**src/rtl/magic_pkg.sv**
```systemverilog
// Shared opcode encoding, instruction layout and field widths for the MAGIC NOR sequencer.
package magic_pkg;

    localparam int N_INPUTS = 7;
    localparam int OP_W     = 2;
    localparam int MAGIC_AW = 7;
    localparam int INSTR_W  = OP_W + 3 * MAGIC_AW;

    typedef enum logic [1:0] {
        OP_NOR = 2'b00,
        OP_NOT = 2'b01,
        OP_OUT = 2'b10,
        OP_NOP = 2'b11
    } op_t;

    // Field order matches prog_data: {op, src_a, src_b, dst}, op in the MSBs.
    typedef struct packed {
        op_t                 op;
        logic [MAGIC_AW-1:0] src_a;
        logic [MAGIC_AW-1:0] src_b;
        logic [MAGIC_AW-1:0] dst;
    } instr_t;

endpackage

```
**src/rtl/magic_cell_array.sv**
```systemverilog
// 1-bit cell memory: two combinational read ports, one registered write port,
// parallel load of the primary-input cells. Not reset, so contents survive rst.
module magic_cell_array
    import magic_pkg::*;
#(
    parameter int NCELLS = 128,
    parameter int AW     = 7
) (
    input  logic                clk,
    input  logic                load,
    input  logic [N_INPUTS-1:0] load_data,
    input  logic [AW-1:0]       ra_addr,
    output logic                ra_data,
    input  logic [AW-1:0]       rb_addr,
    output logic                rb_data,
    input  logic                we,
    input  logic [AW-1:0]       waddr,
    input  logic                wdata
);

    localparam logic [AW:0] CELL_LIM = (AW+1)'(NCELLS);

    logic cells [NCELLS];
    logic ra_ok;
    logic rb_ok;
    logic wr_ok;

    assign ra_ok = ({1'b0, ra_addr} < CELL_LIM);
    assign rb_ok = ({1'b0, rb_addr} < CELL_LIM);
    assign wr_ok = ({1'b0, waddr} < CELL_LIM);

    // Out-of-range reads return 0 rather than aliasing onto a real cell.
    assign ra_data = ra_ok ? cells[ra_addr] : 1'b0;
    assign rb_data = rb_ok ? cells[rb_addr] : 1'b0;

    always_ff @(posedge clk) begin
        if (load) begin
            for (int i = 0; i < N_INPUTS; i++) begin
                cells[i] <= load_data[i];
            end
        end else if (we && wr_ok) begin
            cells[waddr] <= wdata;
        end
    end

endmodule

```
**src/rtl/magic_nor_seq.sv**
```systemverilog
// Sequencer running a stored NOR-only program one gate per cycle; result held
// in DONE until out_ready, input accepted only in IDLE.
module magic_nor_seq
    import magic_pkg::*;
#(
    parameter int NCELLS = 128,
    parameter int PDEPTH = 128,
    parameter int AW     = 7
) (
    input  logic                 clk,
    input  logic                 rst,
    input  logic                 prog_we,
    input  logic [AW-1:0]        prog_addr,
    input  logic [OP_W+3*AW-1:0] prog_data,
    input  logic                 in_valid,
    output logic                 in_ready,
    input  logic [6:0]           x,
    output logic                 out_valid,
    input  logic                 out_ready,
    output logic                 z,
    output logic                 err,
    output logic [AW:0]          cycles
);

    localparam int IW = OP_W + 3 * AW;

    localparam logic [1:0] S_IDLE = 2'd0;
    localparam logic [1:0] S_RUN  = 2'd1;
    localparam logic [1:0] S_DONE = 2'd2;

    localparam logic [AW:0]   CELL_LIM = (AW+1)'(NCELLS);
    localparam logic [AW:0]   PROG_LIM = (AW+1)'(PDEPTH);
    localparam logic [AW-1:0] LAST_PC  = AW'(PDEPTH - 1);
    localparam logic [AW-1:0] FIRST_RW = AW'(N_INPUTS);
    localparam logic [AW-1:0] PC_ONE   = AW'(1);
    localparam logic [AW:0]   CYC_ONE  = (AW+1)'(1);

    logic [1:0]    state_q;
    logic [AW-1:0] pc_q;
    logic [AW:0]   cycles_q;
    logic          z_q;
    logic          err_q;

    logic [IW-1:0] pmem [PDEPTH];

    logic [IW-1:0] instr;
    op_t           op;
    logic [AW-1:0] src_a;
    logic [AW-1:0] src_b;
    logic [AW-1:0] dst;

    logic ra_data;
    logic rb_data;
    logic accept;
    logic a_bad;
    logic b_bad;
    logic d_bad;
    logic is_gate;
    logic fault;
    logic cell_we;
    logic wdata;

    assign in_ready  = (state_q == S_IDLE);
    assign out_valid = (state_q == S_DONE);
    assign accept    = in_valid && in_ready;
    assign z         = z_q;
    assign err       = err_q;
    assign cycles    = cycles_q;

    // Program store: writable only while idle so a running program never changes under itself.
    always_ff @(posedge clk) begin
        if (prog_we && (state_q == S_IDLE) && ({1'b0, prog_addr} < PROG_LIM)) begin
            pmem[prog_addr] <= prog_data;
        end
    end

    assign instr = pmem[pc_q];
    assign op    = op_t'(instr[IW-1 -: OP_W]);
    assign src_a = instr[3*AW-1 -: AW];
    assign src_b = instr[2*AW-1 -: AW];
    assign dst   = instr[AW-1:0];

    always_comb begin
        a_bad   = ({1'b0, src_a} >= CELL_LIM);
        b_bad   = ({1'b0, src_b} >= CELL_LIM);
        d_bad   = ({1'b0, dst} >= CELL_LIM) || (dst < FIRST_RW);
        is_gate = (op == OP_NOR) || (op == OP_NOT);
        fault   = 1'b0;
        if (is_gate) begin
            fault = a_bad || d_bad || ((op == OP_NOR) && b_bad);
        end else if (op == OP_OUT) begin
            fault = a_bad;
        end
        cell_we = (state_q == S_RUN) && is_gate && !fault;
        wdata   = (op == OP_NOR) ? ~(ra_data | rb_data) : ~ra_data;
    end

    magic_cell_array #(
        .NCELLS (NCELLS),
        .AW     (AW)
    ) u_cells (
        .clk       (clk),
        .load      (accept),
        .load_data (x),
        .ra_addr   (src_a),
        .ra_data   (ra_data),
        .rb_addr   (src_b),
        .rb_data   (rb_data),
        .we        (cell_we),
        .waddr     (dst),
        .wdata     (wdata)
    );

    always_ff @(posedge clk) begin
        if (rst) begin
            state_q  <= S_IDLE;
            pc_q     <= '0;
            cycles_q <= '0;
            z_q      <= 1'b0;
            err_q    <= 1'b0;
        end else begin
            case (state_q)
                S_IDLE: begin
                    if (in_valid) begin
                        state_q  <= S_RUN;
                        pc_q     <= '0;
                        cycles_q <= '0;
                        err_q    <= 1'b0;
                    end
                end
                S_RUN: begin
                    pc_q     <= pc_q + PC_ONE;
                    cycles_q <= cycles_q + CYC_ONE;
                    if (fault) begin
                        err_q <= 1'b1;
                    end
                    // The last word still executes; running off its end without OUT is a fault.
                    if (op == OP_OUT) begin
                        z_q     <= ra_data;
                        state_q <= S_DONE;
                    end else if (pc_q == LAST_PC) begin
                        z_q     <= 1'b0;
                        err_q   <= 1'b1;
                        state_q <= S_DONE;
                    end
                end
                S_DONE: begin
                    if (out_ready) begin
                        state_q <= S_IDLE;
                    end
                end
                default: state_q <= S_IDLE;
            endcase
        end
    end

endmodule

```
**config.mk**
```make
export PLATFORM = sky130hd
export DESIGN_NAME = magic_nor_seq
export DESIGN_NICKNAME = d
export VERILOG_FILES = /design/src/rtl/magic_pkg.sv /design/src/rtl/magic_cell_array.sv /design/src/rtl/magic_nor_seq.sv
export SDC_FILE = /design/constraint.sdc
export NUM_CORES = 2
export LEC_CHECK = 0
export ABC_CLOCK_PERIOD_IN_PS = 7200
export CORE_ASPECT_RATIO = 1.1
export CORE_MARGIN = 1.5
export CORE_UTILIZATION = 40
export DETAILED_ROUTE_END_ITERATION = 16
export GPL_ROUTABILITY_DRIVEN = 0
export PLACE_DENSITY_LB_ADDON = 0.15
export SLEW_MARGIN = 30
export SYNTH_ARGS = -nofsm -noshare
export SYNTH_HDL_FRONTEND = slang
export SYNTH_SLANG_ARGS = --single-unit
```
**constraint.sdc**
```tcl
create_clock -name clk -period 7.2 [get_ports clk]
set_clock_uncertainty 0.2 [all_clocks]
set_input_delay 0.72 -clock clk [delete_from_list [all_inputs] [get_ports clk]]
set_output_delay 0.72 -clock clk [all_outputs]
set_load 0.02 [all_outputs]
```
# Yosys cells after proc, flatten, opt, wreduce, memory -nomap -nowiden
# Memory sizes are Yosys's and may differ from the RTL's. A register that Yosys moved wholly into a read port is not among the register bits.
# Cells that the tools add are included.
dict set report word_totals {
  regBits 19
  output_inout_bits 12
  word_cells 65
  ramBits 3072
  n_memories 2
}
# memory depth word_bits rd rd_ports_with_merged_regs wr line
set mem_list {}
lappend mem_list {pmem 128 23 1 1 1 magic_nor_seq.sv:44} ;# logic [IW-1:0] pmem [PDEPTH];
lappend mem_list {u_cells.cells 128 1 2 0 7 magic_cell_array.sv:23} ;# logic cells [NCELLS];
dict set report op_classes {
  n_eq_ne 8
  order_cmp 1
  addsub 2
  reduce_logical 14
  muxes 30
  bitwise 3
}
# op count
set ops {}
lappend ops {{2-to-1 mux 7 bit} 4}
lappend ops {{2-to-1 mux 1 bit} 17}
lappend ops {{one-hot mux 8 bit (2 select lines)} 1}
lappend ops {{one-hot mux 7 bit (2 select lines)} 1}
lappend ops {{adder 8 x 1 -> 8 bit (second input constant)} 1}
lappend ops {{2-to-1 mux 2 bit} 4}
lappend ops {{2-to-1 mux 8 bit} 1}
lappend ops {{adder 7 x 1 -> 7 bit (second input constant)} 1}
lappend ops {{equality test 7 bit (second input constant)} 1}
lappend ops {{< comparator 7 x 3 -> 1 bit (second input constant)} 1}
lappend ops {{one-hot mux 2 bit (3 select lines)} 1}
lappend ops {{equality test 2 x 1 -> 1 bit (second input constant)} 2}
lappend ops {{equality test 2 bit (second input constant)} 2}
lappend ops {{logical AND 1 bit} 4}
lappend ops {{zero test 2 bit} 2}
lappend ops {{AND reduction 2 bit} 2}
lappend ops {{nonzero test 2 bit} 2}
lappend ops {{!= test 3 x 2 -> 1 bit (second input constant)} 1}
lappend ops {{AND reduction 3 bit} 1}
lappend ops {{!= test 2 x 1 -> 1 bit (second input constant)} 1}
lappend ops {{!= test 2 bit (second input constant)} 1}
lappend ops {{inverter 1 bit} 2}
lappend ops {{one-hot mux 1 bit (2 select lines)} 1}
lappend ops {{zero test 1 bit} 1}
lappend ops {{3 further kinds} 3}

# Depth between registers and ports, before layout
dict set report logic_depth {
  depth_word 10
  mapped_depth 20
}

# By module
# A second synthesis with hierarchy kept.
dict set report hier_totals {
  cells_unflattened 5303
  area_unflattened_um2 120824.6
}
# module instances area_each_um2 cells_each seq_area_each_um2
set modules_own_cells {}
lappend modules_own_cells {magic_nor_seq 1 113868.0 4803 88925.3}
lappend modules_own_cells {magic_cell_array 1 6956.7 500 3843.7}

# Worst setup path before layout
# Ideal clock, no wire load.
dict set report synth_timing {
  kind {register to register}
  from {register with a tool-made name}
  to {memory u_cells.cells[100] (data pin)}
  n_path_buf 5
  period_less_slack_ns 7.466
  slack_ns -0.266
  arrival_time_ns 6.535
  path_stages_with_launch 14
  path_cell_list {dfxtp_1 buf_4 buf_4 buf_2 buf_2 clkbuf_1 mux4_2 mux4_2 mux4_2 mux2i_4 inv_2 or4_1 and4_1 a211oi_2}
}
# item line
set synth_rtl {}
lappend synth_rtl {{end: declaration} magic_cell_array.sv:23}

==> flow_summary.json <==
{
  "outcome": "finished clean",
  "hold_viol": 0,
  "slew_viol_final": 0,
  "setup_violations": 0,
  "core_sq_um": 303000,
  "p_leak_nw": 42.4,
  "crit_path_max_fanout": 67,
  "portBuffers": 53,
  "layout_common_cells": "edfxtp_1, mux4_2, clkbuf_16, buf_4, mux2i_1",
  "first_iter_violations": 7427,
  "grt_pass1_wl_mm": 499,
  "seq_area_sq_um": 92800,
  "rsz0062_at_grt": "no",
  "ys_seq_area_share_pct": 76.4,
  "final_common_cell": "edfxtp_1",
  "die_width_microns": 528,
  "synth-edff-count": 3072,
  "cts_resized": 0,
  "drv_cap": 0,
  "dp_hpwl_mm": 216,
  "hp-start": "prog_data[8]",
  "io_pins": 54,
  "nets": 5839,
  "setup-tns-final_ns": 0,
  "num_rows": 212,
  "htreeDepth": 5,
  "fmax_ghz": 0.157,
  "grt_pass1_vias": 60367,
  "required_ns": 7.67,
  "tightest_slew_ns": 1.03,
  "finalCriticalPeriod_ns": 6.37,
  "overflow": 0,
  "cp-end-kind": "flop",
  "synth_ff_type": "edfxtp_1",
  "cp.arrival_ns": 6.84,
  "startpoint_type": "flop",
  "multi_input_area_sq_um": 27800,
  "antenna_found_initial": 32,
  "root_buffer": "clkbuf_16",
  "syn_area_sq_um": 121000,
  "insertion_delay_ns": 0.89,
  "drtAntennaViolNets": 0,
  "peakVddDrop_uv": 202,
  "cts_setup_buffers": 0,
  "fin_util_pct": 46.1,
  "gr-usage-all-layers_pct": 23.6,
  "clock_path_buffers": 4,
  "path_clk_slew_ns": 0.06,
  "die_area_sq_um": 307000,
  "cts_tree": "done",
  "initial_core_util_pct": 40.1,
  "drc": 0,
  "async_flop_share_pct": 0,
  "totalWireLength_mm": 363,
  "die_h_microns": 581,
  "grt_max_degree": 95,
  "syn_inst": 5393,
  "hold_ws_ns": 0.0795,
  "drive_above_1_share_pct": 30.3,
  "ys_types": 91,
  "syn_to_final_growth_pct": 14.8,
  "vias_per_cell": 5.93,
  "yosysWarningCount": 0,
  "synth_fp_nets": 5437,
  "avgSynthCellArea_sq_um": 22.5,
  "p_per_area_nw_per_um2": 274,
  "wl_per_cell_microns": 35.9,
  "cts.sinks": 3098,
  "min_path_type": "input pin to flop",
  "num_vias": 60051,
  "cts_buffers": 324,
  "path_class": "flop to flop",
  "fillers": 25073,
  "drt-pass1-iter-count": 8,
  "hold_buffers": 1,
  "fin_crit_sh_pct": 88.5,
  "ys_ff_latch": 3098,
  "slew_headroom_pct": 31.6
}
-- cells in the mapped netlist (5+ instances only) --
cell type	n	area, sq um
nor2b_1	22	138
nand2_1	79	297
a211oi_1	13	97.6
nor3_1	21	105
a22o_1	19	166
a221oi_1	6	52.6
buf_6	30	338
or2_2	13	81.3
o21a_1	7	52.6
buf_4	61	458
edfxtp_1	3072	92200
nor2_1	322	1210
nand2_2	7	43.8
clkbuf_1	65	244
nor4_1	10	62.6
inv_1	19	71.3
and2_1	14	87.6
and3_1	10	62.6
buf_12	5	100
mux2i_1	203	2030
a22oi_1	54	405
o221ai_1	5	43.8
mux2_2	22	248
buf_1	18	67.6
o211ai_1	5	37.5
nand4_1	7	43.8
nand3_1	37	185
o22ai_1	48	300
o31ai_1	12	90.1
mux4_2	842	19000
nand2b_1	14	87.6
mux4_1	22	578
a21oi_1	32	160
buf_8	7	105
o21ai_0	26	130
a31oi_1	6	37.5
buf_2	97	485
nand3b_1	6	45.0
dfxtp_1	26	521
o2111ai_1	7	61.3
-- registers in the layout, indices dropped and copies added, names as in the netlist, named ones only --
| signal | count |
|---|---|
| pmem | 2944 |
| z | 1 |
| state_q | 2 |
| cycles | 8 |
| pc_q | 7 |
| u_cells.cells | 128 |
| err | 1 |
-- where the power goes --
part | internal [W] | switching, W
combinational | 0.000699 | 0.00110
sequential | 0.0199 | 0.0000222
clock | 0.00957 | 0.00692
total | 0.0302 | 0.00805
-- through the flow --
step | power, W | setup slack, ns | std cells | area [sq um]
after global placement | 0.0221 | 0.789 | 9517 | 129000
after detailed placement | 0.0221 | 0.905 | 9533 | 129000
after floorplan | 0.0213 | 0.889 | 5393 | 122000
after CTS | 0.0386 | 0.877 | 10113 | 139000
final | 0.0382 | 0.829 | 10131 | 140000
after global routing | 0.0393 | 0.604 | 10118 | 139000
-- worst max-delay path, stage by stage (launching register included) --
cell       delay, ns
dfxtp_4         0.67
buf_12          0.33
buf_12          0.22
buf_4           0.37
buf_4           0.24
mux4_2          0.52
a22o_1          0.24
o21ai_0         0.53
buf_4           0.29
a21oi_1         0.10
nand4bb_1       0.53
or2_2           0.45
o22ai_1         0.16
o21ai_0         0.10
nand4b_1        0.23
nand4_1         0.18
a211oi_4        0.33
buf_12          0.29
-- final cells by class --
type	instances	area share (%)
Timing Repair Buffer	362	2.43
Clock buffer	408	6.19
Clock inverter	171	1.17
Inverter	23	0.0691
Multi-Input combinational cell	1986	20.0
Sequential cell	3098	66.5
Tap cell	4066	3.65
Antenna cell	17	0.0305
-- final timing paths --
path              slack [ns]                 to  cells after the start
hold / removal          0.08        pmem[33][8]                      1
hold reg to reg         0.26                  z                      2
setup / recovery        0.83  u_cells.cells[38]                     17
setup reg to reg        0.83  u_cells.cells[38]                     17
-- cell families after synthesis --
group | count (synthesis) | share of synthesized area, %
AO/OA/AOI/OAI | 288 | 1.72
flip-flops | 3098 | 76.4
buffers and inverters | 309 | 1.58
multiplexers | 1093 | 18.0
adder cells (fa/ha/maj) | 2 | 0.0206
AND/OR/NAND/NOR | 603 | 2.30
-- per-layer routing --
metal / global-route usage [%] / vias up / wire, microns
li1: - / 23779 / -
met1: 33.6 / 33378 / 153000
met2: 37.6 / 2401 / 174000
met3: 4.26 / 473 / 27000
met4: 5.73 / 20 / 8960
met5: 0 / - / 136
No activity file was read; power rests on OpenSTA's default activity.
